**config.mk**
```make
export PLATFORM = sky130hd
export DESIGN_NAME = tag_manchester_decoder
export DESIGN_NICKNAME = d
export VERILOG_FILES = /design/src/rtl/tag_manchester_decoder.sv
export SDC_FILE = /design/constraint.sdc
export NUM_CORES = 1
export LEC_CHECK = 0
export CORE_MARGIN = 3
export CORE_UTILIZATION = 49
export DETAILED_ROUTE_END_ITERATION = 8
export GPL_ROUTABILITY_DRIVEN = 0
export HOLD_SLACK_MARGIN = 0.03
export PLACE_DENSITY = 0.75
export SLEW_MARGIN = 20
export SYNTH_ARGS = -nofsm -noshare
export SYNTH_HDL_FRONTEND = slang
export SYNTH_SLANG_ARGS = --single-unit
```
**constraint.sdc**
```tcl
create_clock -name osc_clk -period 2.3 [get_ports osc_clk]
set_clock_uncertainty 0.15 [all_clocks]
set_input_delay 0.46 -clock osc_clk [delete_from_list [all_inputs] [get_ports osc_clk]]
set_output_delay 0.46 -clock osc_clk [all_outputs]
set_load 0.1 [all_outputs]
```
**src/rtl/tag_manchester_decoder.sv**
```systemverilog
// Manchester half-bit decoder for tag responses from the HF demodulator.
// Frames open with a (1,0) start pair, carry LSB-first data bytes each followed
// by an odd-parity bit, and close on a (0,0) pair. A (1,1) pair is a collision.
//
// state | meaning
// ------+----------------------------------------------------------
// IDLE  | waiting for the first half of the start-of-frame pair
// SOC2  | first SOC half seen (1); second half must be 0
// RX_H1 | in frame, waiting for the first half-bit of a pair
// RX_H2 | in frame, first half latched, waiting for the second half
module tag_manchester_decoder #(
    parameter int MAX_BYTES = 64
) (
    input  logic       osc_clk,
    input  logic       reset,
    input  logic       sample_valid,
    input  logic       curbit,
    input  logic       enable,
    output logic [7:0] byte_data,
    output logic [3:0] byte_bits,
    output logic       byte_valid,
    output logic       byte_parity_err,
    output logic       frame_active,
    output logic       frame_done,
    output logic       frame_err,
    output logic [7:0] frame_len
);

    typedef enum logic [1:0] {IDLE, SOC2, RX_H1, RX_H2} state_t;

    localparam logic [31:0] MAX_LEN = 32'(MAX_BYTES);

    state_t      state_q, state_d;
    logic        h1_q, h1_d;
    logic [3:0]  cnt_q, cnt_d;
    logic [7:0]  sr_q, sr_d;
    logic        done_pend_q, done_pend_d;
    logic [7:0]  byte_data_q, byte_data_d;
    logic [3:0]  byte_bits_q, byte_bits_d;
    logic        byte_valid_q, byte_valid_d;
    logic        byte_parity_err_q, byte_parity_err_d;
    logic        frame_active_q, frame_active_d;
    logic        frame_done_q, frame_done_d;
    logic        frame_err_q, frame_err_d;
    logic [7:0]  frame_len_q, frame_len_d;

    // State and output registers; everything runs on the demodulator's falling edge.
    always_ff @(negedge osc_clk or posedge reset) begin
        if (reset) begin
            state_q           <= IDLE;
            h1_q              <= 1'b0;
            cnt_q             <= 4'd0;
            sr_q              <= 8'd0;
            done_pend_q       <= 1'b0;
            byte_data_q       <= 8'd0;
            byte_bits_q       <= 4'd0;
            byte_valid_q      <= 1'b0;
            byte_parity_err_q <= 1'b0;
            frame_active_q    <= 1'b0;
            frame_done_q      <= 1'b0;
            frame_err_q       <= 1'b0;
            frame_len_q       <= 8'd0;
        end else begin
            state_q           <= state_d;
            h1_q              <= h1_d;
            cnt_q             <= cnt_d;
            sr_q              <= sr_d;
            done_pend_q       <= done_pend_d;
            byte_data_q       <= byte_data_d;
            byte_bits_q       <= byte_bits_d;
            byte_valid_q      <= byte_valid_d;
            byte_parity_err_q <= byte_parity_err_d;
            frame_active_q    <= frame_active_d;
            frame_done_q      <= frame_done_d;
            frame_err_q       <= frame_err_d;
            frame_len_q       <= frame_len_d;
        end
    end

    // Next-state and output decode. A trailing partial byte at EOF defers
    // frame_done by one cycle (done_pend) so it never overlaps byte_valid.
    always_comb begin
        state_d           = state_q;
        h1_d              = h1_q;
        cnt_d             = cnt_q;
        sr_d              = sr_q;
        done_pend_d       = 1'b0;
        byte_data_d       = byte_data_q;
        byte_bits_d       = byte_bits_q;
        byte_valid_d      = 1'b0;
        byte_parity_err_d = byte_parity_err_q;
        frame_active_d    = frame_active_q;
        frame_done_d      = 1'b0;
        frame_err_d       = frame_err_q;
        frame_len_d       = frame_len_q;

        if (done_pend_q) begin
            state_d        = IDLE;
            frame_done_d   = 1'b1;
            frame_err_d    = 1'b0;
            frame_active_d = 1'b0;
        end else if (!enable) begin
            state_d = IDLE;
            if (frame_active_q) begin
                frame_done_d   = 1'b1;
                frame_err_d    = 1'b1;
                frame_active_d = 1'b0;
            end
        end else if (sample_valid) begin
            case (state_q)
                IDLE: begin
                    if (curbit) state_d = SOC2;
                end
                SOC2: begin
                    if (!curbit) begin
                        state_d        = RX_H1;
                        frame_active_d = 1'b1;
                        cnt_d          = 4'd0;
                        sr_d           = 8'd0;
                        frame_len_d    = 8'd0;
                    end else begin
                        state_d = IDLE;
                    end
                end
                RX_H1: begin
                    h1_d    = curbit;
                    state_d = RX_H2;
                end
                RX_H2: begin
                    state_d = RX_H1;
                    if (h1_q != curbit) begin
                        // Valid data symbol; its value equals the first half.
                        if (cnt_q == 4'd8) begin
                            byte_valid_d      = 1'b1;
                            byte_data_d       = sr_q;
                            byte_bits_d       = 4'd8;
                            byte_parity_err_d = ~(^sr_q ^ h1_q);
                            cnt_d             = 4'd0;
                            sr_d              = 8'd0;
                            frame_len_d       = (frame_len_q == 8'hFF) ? frame_len_q
                                                                       : frame_len_q + 8'd1;
                        end else if ({24'd0, frame_len_q} >= MAX_LEN) begin
                            state_d        = IDLE;
                            frame_done_d   = 1'b1;
                            frame_err_d    = 1'b1;
                            frame_active_d = 1'b0;
                        end else begin
                            sr_d[cnt_q[2:0]] = h1_q;
                            cnt_d            = cnt_q + 4'd1;
                        end
                    end else if (!curbit) begin
                        state_d = IDLE;
                        if (cnt_q != 4'd0) begin
                            byte_valid_d      = 1'b1;
                            byte_data_d       = sr_q;
                            byte_bits_d       = cnt_q;
                            byte_parity_err_d = 1'b0;
                            done_pend_d       = 1'b1;
                        end else begin
                            frame_done_d   = 1'b1;
                            frame_err_d    = 1'b0;
                            frame_active_d = 1'b0;
                        end
                    end else begin
                        state_d        = IDLE;
                        frame_done_d   = 1'b1;
                        frame_err_d    = 1'b1;
                        frame_active_d = 1'b0;
                    end
                end
                default: state_d = IDLE;
            endcase
        end
    end

    assign byte_data       = byte_data_q;
    assign byte_bits       = byte_bits_q;
    assign byte_valid      = byte_valid_q;
    assign byte_parity_err = byte_parity_err_q;
    assign frame_active    = frame_active_q;
    assign frame_done      = frame_done_q;
    assign frame_err       = frame_err_q;
    assign frame_len       = frame_len_q;

endmodule

```
==> results.json <==
{
  "status": "finished, violations left",
  "violations": "negative setup slack",
  "criticalPathCategory": "primary input to flop",
  "maxSlewViolCount": 0,
  "powerDensity_mw_per_mm2": 489,
  "critPathCaptureType": "flop",
  "drive_gt1_frac": 0.512,
  "ys_ff_latch": 41,
  "seq_area_frac_synth": 0.463,
  "syn_inst": 230,
  "fill_cells": 127,
  "pre_cts_ws_ns": -1.67,
  "endpoint": "sr_q[6]",
  "port_buffers": 29,
  "post_dp_cell_area_sq_mm": 0.00329,
  "die_h_microns": 73.2,
  "whs_ns": 0.337,
  "diodes": 0,
  "avgViaCountPerCell": 6.89,
  "instances_no_fill": 380,
  "cp_max_fo": 8,
  "dpl.cell_count": 345,
  "grt_usage": 0.287,
  "grt_pass1_wl_mm": 11.7,
  "htreeDepth": 2,
  "cp_slowest_cell": "ha_4",
  "rrSetupSlack_ns": -0.16,
  "relSlewSlack": 0.634,
  "seqCellArea_sq_mm": 0.00103,
  "rsz0062_at_grt": "true",
  "grt_max_degree": 17,
  "numCtsBuffers": 5,
  "p_leak_uw": 0.00171,
  "synthArstFlopShare": 1.00,
  "synth_edf_count": 0,
  "r2r_start": "frame_len[1]",
  "tightest_slew_ns": 0.550,
  "die_area_sq_mm": 0.00536,
  "layout.nets": 340,
  "cp_cell_sequence": "buf_8 -> buf_8 -> inv_12 -> ha_4 -> nand2_4 -> buf_6 -> a21o_4 -> buf_6 -> o31ai_4 -> o41ai_2",
  "cts_sinks": 41,
  "start_util": 0.531,
  "hold_viol": 0,
  "overflow": 0,
  "cts_tree": "done",
  "cts_buffer_depth": 2,
  "fp.dieW_microns": 73.2,
  "multi_input_area_sq_mm": 0.00143,
  "yosysUniqueCellTypes": 51,
  "cp.required_ns": 1.12,
  "crit_path_start": "curbit",
  "arrival_ns": 1.97,
  "synth_area_sq_mm": 0.00221,
  "grt_pass1_vias": 2351,
  "dr.pass1.iters": 5,
  "r2r_cells": 8,
  "areaGrowthSynthToFinish_pct": 75.9,
  "syn_avg_cell_area_sq_um": 9.63,
  "ios": 30,
  "crit-reg2reg-capture": "frame_len[1]",
  "antenna_found_initial": 0,
  "root_buffer": "clkbuf_8",
  "hpwl_mm": 4.17,
  "path_clk_slew_ns": 0.05,
  "synth.area.top_cells": "dfrtn_1, o31ai_1, nand2_1, ha_1, nand3_1",
  "finalSetupViolations": 66,
  "floorplan.core_area_sq_mm": 0.00417,
  "drt_iter0_drc": 350,
  "drc": 0,
  "final_area_sq_mm": 0.00389,
  "start_kind": "primary input",
  "max_stage_delay_ns": 0.28,
  "irDropWorstVdd_mv": 0.451,
  "post_drt_wl_per_cell_microns": 23.0,
  "worstHoldPathType": "flop to flop",
  "cts_hold_buf": 0,
  "insertion_delay_ns": 0.30,
  "drv_cap": 0,
  "synth_top_cell_by_area": "dfrtn_1",
  "synth_nets": 240,
  "setup_slack_ns": -0.843,
  "wirelength_mm": 8.75,
  "synthDominantCellAreaShare": 0.463,
  "ys_warn_count": 0,
  "synth_flop_cell": "dfrtn_1",
  "num_rows": 23,
  "ant_nets": 0,
  "vias": 2617
}
## cell usage in the layout, fill, tap and decap left out, drive strengths merged, types with 5 or more instances in the layout
master  instances
dfrtn          41
nand3          12
xnor2           5
a211oi          6
buf           102
nor2            8
ha              5
a21oi          10
o21ai          14
o31ai          12
clkbuf          6
inv            15
nand2          22
o22ai           6
## timing repair
action	CTS	global route
gates cloned	1	0
pin swaps	16	12
setup buffers	15	13
setup endpoints to repair	66	66
hold endpoints to repair	0	0
resized for setup	39	36
## registers in the layout, summed over array words and instances (netlist names), 2 cells and up
name	flops
byte_bits	4
byte_data	8
cnt_q	4
frame_len	8
sr_q	8
state_q	2
## final cells by class
cell class,count,area share
Tap cell,50,0.0161
Timing Repair Buffer,105,0.312
Multi-Input combinational cell,161,0.366
Sequential cell,41,0.263
Inverter,16,0.0196
Clock buffer,6,0.0212
Clock inverter,1,0.00193
## synth_stat cells (5+ instances only)
library cell  count
nand3_1          12
ha_1              5
o21ai_0          12
o31ai_1          12
a21oi_1          10
o22ai_1           6
clkbuf_1          6
nor2_1            7
a211oi_1          6
inv_1            16
xnor2_1           5
nand2_1          22
dfrtn_1          41
## power breakdown
group          switching, uW  total, uW  internal, uW  leakage, uW
clock                    258        495           237    0.0000433
sequential              56.1        828           772     0.000546
combinational            324        580           257      0.00112
total                    638       1900          1270      0.00171
## kinds of logic (layout without fill, tap and decap cells)
kind of cell / after synthesis / after routing / synth area share
AOI/OAI and AO/OA: 63 / 64 / 0.193
xor gates and xnor gates: 7 / 7 / 0.0339
adders and majority gates: 5 / 5 / 0.0282
buffers and inverters: 29 / 128 / 0.0582
DFF: 41 / 41 / 0.463
muxes: 5 / 5 / 0.0243
and+or+nand+nor: 80 / 80 / 0.199
## metrics by stage
step / util / setup TNS [ns] / total power, uW
after detailed placement: 0.787 / -60.53 / 1300
after global routing: 0.933 / -40.66 / 1960
after CTS: 0.867 / -37.50 / 1810
final: 0.933 / -39.17 / 1900
after floorplan: - / -37.78 / 1130
after global placement: 0.787 / -59.08 / 1280
## per-layer routing
layer  part of all wire  GRT usage  wire length [microns]
met4              0.074      0.129                    644
met3              0.096     0.0634                    843
met5                  0          0                      0
met1               0.37      0.374                   3210
met2               0.46      0.454                   4060
## worst min path at each step
stage	end	start	slack (ns)	cells after the start
2_1_floorplan	sr_q[6]	sr_q[6]	0.31	2
3_3_place_gp	byte_parity_err	byte_parity_err	0.34	2
3_5_place_dp	byte_bits[2]	byte_bits[2]	0.35	1
4_1_cts	byte_bits[1]	byte_bits[1]	0.35	2
5_1_grt	byte_data[2]	byte_data[2]	0.39	2
6_report	byte_data[2]	byte_data[2]	0.34	2
## worst max-delay path, delay by kind of cell
| family | cells | cell delay, ns |
|---|---|---|
| AO/OA/AOI/OAI | 3 | 0.65 |
| adder cells (fa/ha/maj) | 1 | 0.28 |
| buffers and inverters | 5 | 0.51 |
| AND/OR/NAND/NOR | 1 | 0.06 |
(Power assumes the default switching activity.)
